## config.mk

```make
export PLATFORM = sky130hd
export DESIGN_NAME = eng_sched_flat
export DESIGN_NICKNAME = d
export VERILOG_FILES = /design/src/rtl/eng_sched_if.sv /design/src/rtl/eng_sched.sv /design/src/flat_wrapper.sv
export SDC_FILE = /design/constraint.sdc
export NUM_CORES = 1
export LEC_CHECK = 0
export CORE_MARGIN = 2
export CORE_UTILIZATION = 50
export DETAILED_ROUTE_END_ITERATION = 8
export PLACE_DENSITY = 0.91
export SLEW_MARGIN = 20
export SYNTH_ARGS = -nofsm -noshare
export SYNTH_HDL_FRONTEND = slang
export SYNTH_SLANG_ARGS = --single-unit
```

## constraint.sdc

```tcl
create_clock -name clk -period 3.3 [get_ports clk]
set_input_delay 0.99 -clock clk [delete_from_list [all_inputs] [get_ports clk]]
set_output_delay 0.99 -clock clk [all_outputs]
set_load 0.02 [all_outputs]
```

## src/rtl/eng_sched_if.sv

```systemverilog
// Requester/engine-side bundle for eng_sched: request and length inputs, grant and completion
// outputs, and the go/ack/en/done handshake to the shared compute engine.
interface eng_sched_if #(
  parameter int NUM_REQ   = 4,
  parameter int CNT_WIDTH = 8
);
  logic [NUM_REQ-1:0]           req;
  logic [NUM_REQ*CNT_WIDTH-1:0] len;
  logic [NUM_REQ-1:0]           grant;
  logic [NUM_REQ-1:0]           done_out;
  logic                         busy;
  logic                         err;
  logic                         eng_go;
  logic                         eng_ack;
  logic                         eng_en;
  logic                         eng_done;

  // master = requesters plus engine; slave = the scheduler
  modport master (
    output req, len, eng_en, eng_done,
    input  grant, done_out, busy, err, eng_go, eng_ack
  );
  modport slave (
    input  req, len, eng_en, eng_done,
    output grant, done_out, busy, err, eng_go, eng_ack
  );
endinterface

```

## src/rtl/eng_sched.sv

```systemverilog
// Round-robin scheduler sharing one go/ack/en/done engine among NUM_REQ requesters.
// Define ENG_SCHED_FIXED_PRIO_EN for fixed lowest-index-wins priority instead of round-robin.
module eng_sched #(
  parameter int NUM_REQ   = 4,
  parameter int CNT_WIDTH = 8
) (
  input logic        clk,
  input logic        rst,
  eng_sched_if.slave bus
);
  localparam int IDX_W = $clog2(NUM_REQ);

  typedef enum logic [1:0] {IDLE, ISSUE, RUN, RELEASE} state_t;

  state_t               state_reg, state_next;
  logic [NUM_REQ-1:0]   grant_reg;
  logic [CNT_WIDTH-1:0] len_reg;
  logic [CNT_WIDTH-1:0] cnt_reg;
  logic                 err_reg;
  logic [CNT_WIDTH-1:0] len_slice [NUM_REQ];
  logic [IDX_W-1:0]     win_idx;
  logic                 win_found;
  logic                 ack;

  genvar gi;
  generate
    for (gi = 0; gi < NUM_REQ; gi++) begin : g_len
      assign len_slice[gi] = bus.len[gi*CNT_WIDTH +: CNT_WIDTH];
    end
  endgenerate

`ifdef ENG_SCHED_FIXED_PRIO_EN
  always_comb begin
    win_idx   = '0;
    win_found = |bus.req;
    for (int k = NUM_REQ - 1; k >= 0; k--) begin
      if (bus.req[k]) win_idx = IDX_W'(k);
    end
  end
`else
  logic [IDX_W-1:0] last_reg;
  logic [IDX_W-1:0] cand;

  // Search starts just past the previous winner so every requester gets a turn.
  always_comb begin
    win_idx   = '0;
    win_found = 1'b0;
    cand      = '0;
    for (int k = 1; k <= NUM_REQ; k++) begin
      cand = IDX_W'((int'(last_reg) + k) % NUM_REQ);
      if (!win_found && bus.req[cand]) begin
        win_found = 1'b1;
        win_idx   = cand;
      end
    end
  end

  always_ff @(posedge clk or posedge rst) begin
    if (rst) last_reg <= IDX_W'(NUM_REQ - 1);
    else if (state_reg == IDLE && win_found) last_reg <= win_idx;
  end
`endif

  // Ack comes from registers only, so it never loops through the engine's en.
  assign ack      = (cnt_reg == len_reg);
  assign bus.busy = (state_reg != IDLE);
  assign bus.err  = err_reg;

  always_ff @(posedge clk or posedge rst) begin
    if (rst) state_reg <= IDLE;
    else     state_reg <= state_next;
  end

  always_comb begin
    state_next   = state_reg;
    bus.grant    = '0;
    bus.done_out = '0;
    bus.eng_go   = 1'b0;
    bus.eng_ack  = 1'b0;
    case (state_reg)
      IDLE: begin
        if (win_found) state_next = ISSUE;
      end
      ISSUE: begin
        bus.grant  = grant_reg;
        bus.eng_go = 1'b1;
        state_next = RUN;
      end
      RUN: begin
        bus.grant   = grant_reg;
        bus.eng_go  = 1'b1;
        bus.eng_ack = ack;
        if (ack) state_next = RELEASE;
      end
      RELEASE: begin
        bus.grant    = grant_reg;
        bus.done_out = grant_reg;
        state_next   = IDLE;
      end
      default: state_next = IDLE;
    endcase
  end

  always_ff @(posedge clk or posedge rst) begin
    if (rst) begin
      grant_reg <= '0;
      len_reg   <= '0;
      cnt_reg   <= '0;
      err_reg   <= 1'b0;
    end else begin
      if (state_reg == IDLE && win_found) begin
        grant_reg <= NUM_REQ'(1) << win_idx;
        len_reg   <= len_slice[win_idx];
      end
      if (state_reg == ISSUE)
        cnt_reg <= '0;
      else if (state_reg == RUN && bus.eng_en && !ack)
        cnt_reg <= cnt_reg + CNT_WIDTH'(1);
      // en outside the compute window, or no done alongside ack, is a broken handshake
      if (((state_reg == ISSUE || state_reg == RELEASE) && bus.eng_en) ||
          (state_reg == RUN && ack && !bus.eng_done))
        err_reg <= 1'b1;
    end
  end
endmodule

```

## src/flat_wrapper.sv

```systemverilog
// flat-port wrapper written by rule: the top's interface ports become plain ports
module eng_sched_flat 
#(
  parameter int NUM_REQ   = 4,
  parameter int CNT_WIDTH = 8
)
  (clk, rst, bus_req, bus_len, bus_eng_en, bus_eng_done, bus_grant, bus_done_out, bus_busy, bus_err, bus_eng_go, bus_eng_ack);
  eng_sched_if #(.NUM_REQ(NUM_REQ), .CNT_WIDTH(CNT_WIDTH)) bus_i ();
  input logic clk;
  input logic rst;
  input wire logic [$bits(bus_i.req)-1:0] bus_req;
  input wire logic [$bits(bus_i.len)-1:0] bus_len;
  input wire logic [$bits(bus_i.eng_en)-1:0] bus_eng_en;
  input wire logic [$bits(bus_i.eng_done)-1:0] bus_eng_done;
  output wire logic [$bits(bus_i.grant)-1:0] bus_grant;
  output wire logic [$bits(bus_i.done_out)-1:0] bus_done_out;
  output wire logic [$bits(bus_i.busy)-1:0] bus_busy;
  output wire logic [$bits(bus_i.err)-1:0] bus_err;
  output wire logic [$bits(bus_i.eng_go)-1:0] bus_eng_go;
  output wire logic [$bits(bus_i.eng_ack)-1:0] bus_eng_ack;
  assign bus_i.req = bus_req;
  assign bus_i.len = bus_len;
  assign bus_i.eng_en = bus_eng_en;
  assign bus_i.eng_done = bus_eng_done;
  assign bus_grant = bus_i.grant;
  assign bus_done_out = bus_i.done_out;
  assign bus_busy = bus_i.busy;
  assign bus_err = bus_i.err;
  assign bus_eng_go = bus_i.eng_go;
  assign bus_eng_ack = bus_i.eng_ack;
  eng_sched #(.NUM_REQ(NUM_REQ), .CNT_WIDTH(CNT_WIDTH)) u_core (.clk(clk), .rst(rst), .bus(bus_i));
endmodule
```

Word level (Yosys, flattened, before mapping):

Cells that the tools add are included.

* add/subtract/negate cells: 5
* bitwise gates (word level): 1
* shifts and indexed selects: 1
* reduce and logical (&&, ||, !) cells: 22
* multiplexer cells: 28
* equality and inequality tests: 6
* $lt $le $gt $ge: 5

Operators with widths (count)
* two-way mux 8 bit: 4
* binary-select mux 8 bit (select 2 bit): 1
* less-than comparator 2 x 3 -> 1 bit (second input constant): 4
* two-way mux 2 bit: 6
* two-way mux 1 bit: 10
* logical AND 1 bit: 9
* adder 8 x 1 -> 8 bit (second input constant): 1
* binary-select mux 1 bit (select 2 bit): 4
* equality test 8 bit: 1
* two-way mux 4 bit: 2
* one-hot mux 2 bit (4 select lines): 1
* zero test 1 bit: 5
* adder 2 x 1 -> 2 bit (second input constant): 2
* adder 2 bit (second input constant): 2
* equality test 2 bit (second input constant): 2
* != test 2 x 1 -> 1 bit (second input constant): 2
* nonzero test 2 bit: 2
* left shift 1 x 2 -> 4 bit (first input constant): 1
* >= comparator 3 bit (second input constant): 1
* inverter 2 -> 3 bit: 1
* OR reduction 3 bit: 1
* equality test 2 x 1 -> 1 bit (second input constant): 1
* zero test 2 bit: 1
* logical OR 1 bit: 2
* 2 further kinds: 2

* bits of input ports: 40
* bits in registers: 25
* logic and storage cells: 74

Depth between registers and ports, before layout:

Gate-level depths: netlist of the first run.

* depth after elaboration: 17
* mapped depth: 8
* gate-level depth less buffers: 7

Least setup slack after synthesis of the first run:

OpenSTA, ideal clock, no wires.

* path kind: register to output
* start point: register u_core.cnt_reg[2]
* end point: output bus_eng_ack
* cell stages (with the launch flop): 5
* path slack: 906 ps
* data arrival time: 1404 ps
* required time: 2310 ps
* path through: dfrtp_1 -> xor2_1 -> nor4_4 -> nand2_2 -> nor2_1

* word-level cells in the longest chain between the ends: 2

RTL lines
* start: declaration: RTL line eng_sched.sv:18 `logic [CNT_WIDTH-1:0] cnt_reg;`
* start signal: assignment: RTL line eng_sched.sv:118 `cnt_reg <= cnt_reg + CNT_WIDTH'(1);`
* equality test 8 bit: RTL line eng_sched.sv:65 `assign ack = (cnt_reg == len_reg);`
* two-way mux 1 bit: RTL line eng_sched.sv:80 `case (state_reg)`
* end: declaration: RTL line flat_wrapper.sv:20 `output wire logic [$bits(bus_i.eng_ack)-1:0] bus_eng_ack;`

No other way between the ends.

Worst setup path in the final report of the first run:

Ends and elaborated chain as after synthesis.

==> results of run 1 <==
[worst min-delay path: cells and delay by family, from the launching register on]
| family | cells | cell delay (ns) |
|---|---|---|
| flops | 1 | 0.37 |
| compound gates | 1 | 0.07 |
| buf+inv | 1 | 0.04 |
[layout make-up]
type / count / area, sq um / share of cell area [%]
Multi-Input combinational cell: 131 / 960 / 42.3
Clock buffer: 4 / 26.3 / 1.16
Tap cell: 44 / 55.1 / 2.43
Timing Repair Buffer: 59 / 571 / 25.1
Sequential cell: 25 / 628 / 27.7
Inverter: 8 / 30.0 / 1.32
[report_power, final]
part           switching, mW  internal (mW)  total, mW
registers             0.0927          0.423      0.516
logic                  0.475          0.408      0.883
clock network         0.0902         0.0474      0.138
total                  0.658          0.878       1.54
[cells by family (layout without fill, tap and decap cells)]
family / after synthesis / in the layout
mux: 11 / 11
buf+inv: 12 / 71
flops: 25 / 25
simple gates: 63 / 63
xor+xnor: 14 / 14
compound gates: 37 / 37
fa+ha+maj: 6 / 6
[worst paths after layout]
kind	from	slack, ns	cells after the start	to
setup reg to reg	u_core.cnt_reg[2]	1.35	6	u_core.cnt_reg[6]
hold / removal	u_core.bus.err	0.51	2	u_core.bus.err
max in group asynchronous	rst	2.03	3	u_core.last_reg[0]
min in group asynchronous	rst	0.98	3	u_core.state_reg[1]
hold reg to reg	u_core.bus.err	0.51	2	u_core.bus.err
setup / recovery	u_core.cnt_reg[2]	0.15	5	bus_eng_ack
[cells in the mapped netlist (all sizes together), types with 2 or more instances]
| library cell | instances |
|---|---|
| dfrtp | 23 |
| or2 | 2 |
| a21oi | 3 |
| inv | 8 |
| ha | 6 |
| nor4 | 3 |
| mux2 | 2 |
| dfstp | 2 |
| a22o | 3 |
| o21ai | 8 |
| mux2i | 9 |
| nand2 | 8 |
| and3 | 2 |
| nand3 | 4 |
| nor2b | 9 |
| and2 | 4 |
| a211oi | 21 |
| nor2 | 21 |
| and4 | 8 |
| buf | 3 |
| xor2 | 8 |
| xnor2 | 6 |
[layer usage]
layer / global-route usage, % / vias up / part of all wire, %
met4: 9.32 / 0 / 1.9
met5: 0 / - / 0
li1: - / 729 / -
met2: 35.9 / 54 / 50
met1: 26.3 / 684 / 43
met3: 3.99 / 8 / 4.8
[stage by stage]
stage                     power, mW  util [%]  area [sq um]  setup WS, ns
final                          1.54      73.7          2270         0.150
after global routing           1.66      73.7          2270        0.0641
after CTS                      1.54      73.7          2270         0.135
after detailed placement       1.41      72.9          2240         0.509
after global placement         1.38      72.9          2240         0.503
after floorplan                1.11         -          1640         0.906
==> flow_summary.yaml, run 1 <==
run_status:
  status: "completed"
placed_design:
  io_buffers: 51
  post-dp-hpwl_um: 2950
  finalWeightedCongestion: 0.892
  dp_cells: 267
drt:
  first_pass_iters: 4
  drtIter0Drc: 61
  ant_nets: 0
  drc: 0
  vias: 1475
  via_per_inst: 5.44
  wirelength_um: 3570
  routedWlPerCell_um: 13.2
cts:
  numCtsBuffers: 3
  cts_max_level: 1
  post_cts_resized: 0
  cts_tree: "built"
  clock-sinks: 25
  clk_path_buf_depth: 2
  clkTransAtPathRegs_ns: 0.13
  cts_setup_buffers: 0
  worstSkewPairLatency_ns: 0.32
  cts_root_buf: "clkbuf_4"
  cts_hold_buf: 0
sta:
  report.final.slew_viol_count: 0
  slew_headroom_pct: 68.8
  final_hold_viol_count: 0
  layout_worst_path_cycle_share_pct: 95.4
  fmax_ghz: 0.317
  finalCriticalPeriod_ns: 3.15
  fin_skew_ns: 0.00152
  fin_hold_ws_ns: 0.507
  tightest_slew_ns: 0.465
  rsz0062_at_grt: "no"
  setup_tns_ns: 0
  setup_viol: 0
synth:
  synth_ff_type: "dfrtp_1"
  synthSimpleGateAreaFrac_pct: 23.2
  synth.area.top_cells: "dfrtp_1 35%, a211oi_1 9.6%, mux2i_1 5.5%, ha_1 4.6%, nor2_1 4.6%"
  ys_seq_area_share_pct: 38.3
  synth_top_family_by_area: "simple AND/OR/NAND/NOR gates"
  synthMuxAreaShare_pct: 7.10
  synth_xor_area_share_pct: 7.49
  synthArstFlopShare_pct: 100
  synth_edf_count: 0
  syn_nets: 214
  synth_top_area_share_pct: 35.1
  yosysUniqueCellTypes: 35
  yosysWarningCount: 0
  synth-adder-area-share_pct: 4.58
  synth_compound_gate_area_share_pct: 16.2
  synth_area_sq_mm: 0.00164
  yosys_register_bits: 25
  syn_inst: 168
  syn-mean-instance-area_sq_um: 9.75
  synth_area_leader_cell: "dfrtp_1"
global_routing:
  grt_usage_pct: 21.2
  grt_antenna_before_repair: 0
  grt_max_degree: 26
  grt_pass1_vias: 1414
  overflow: 0
  grt_pass1_wl_um: 5910
flow_run:
  maxCapViolCount: 0
floorplanning:
  die_x_um: 61.2
  dieArea_sq_mm: 0.00375
  start_util_pct: 53.2
  core_area_sq_mm: 0.00308
  die_h_um: 61.2
  rows: 20
  num_io_pins: 52
final_layout:
  area_growth_pct: 38.6
  antenna_cells: 0
  nNetsFinal: 274
  num-fill-cells: 242
  fin_cells: 271
  drive_gt1_share_pct: 10.6
  final_common_cell: "clkdlybuf4s50_1"
  final_cell_mix: "51 x clkdlybuf4s50_1, 23 x dfrtp_1, 21 x a211oi_1, 20 x nor2_1"
pwr:
  leakage_nw: 0.945
  ir_worst_vdd_v: 0.000391
  p_per_area_mw_per_mm2: 677
critical_path:
  endpoint_kind: "output port"
  critical_path_class: "reg -> out"
  required_ns: 2.31
  startpoint_type: "flop"
  critPathMaxStageDelay_ns: 0.60
  crit_path_cell_trace: "xor2_1, nor4_4, nand2_2, nor2_1, clkdlybuf4s50_1"
  cp.arrival_ns: 2.16
  crit_family: "buffers and inverters"
  critPathBufInv: 1
  cp_slowest_cell: "clkdlybuf4s50_1"
  critical_path_peak_fanout: 5
hold_path:
  worstHoldPathType: "reg -> reg"
No activity file was read; power rests on OpenSTA's default activity.
==> inputs of run 2 (changes only) <==
--- a/config.mk
+++ b/config.mk
@@ -13,3 +13,4 @@
 export SYNTH_ARGS = -nofsm -noshare
 export SYNTH_HDL_FRONTEND = slang
 export SYNTH_SLANG_ARGS = --single-unit
+export TNS_END_PERCENT = 100
==> results of run 2 <==
The final DEF is identical to that of run 1; final timing and power are the same.
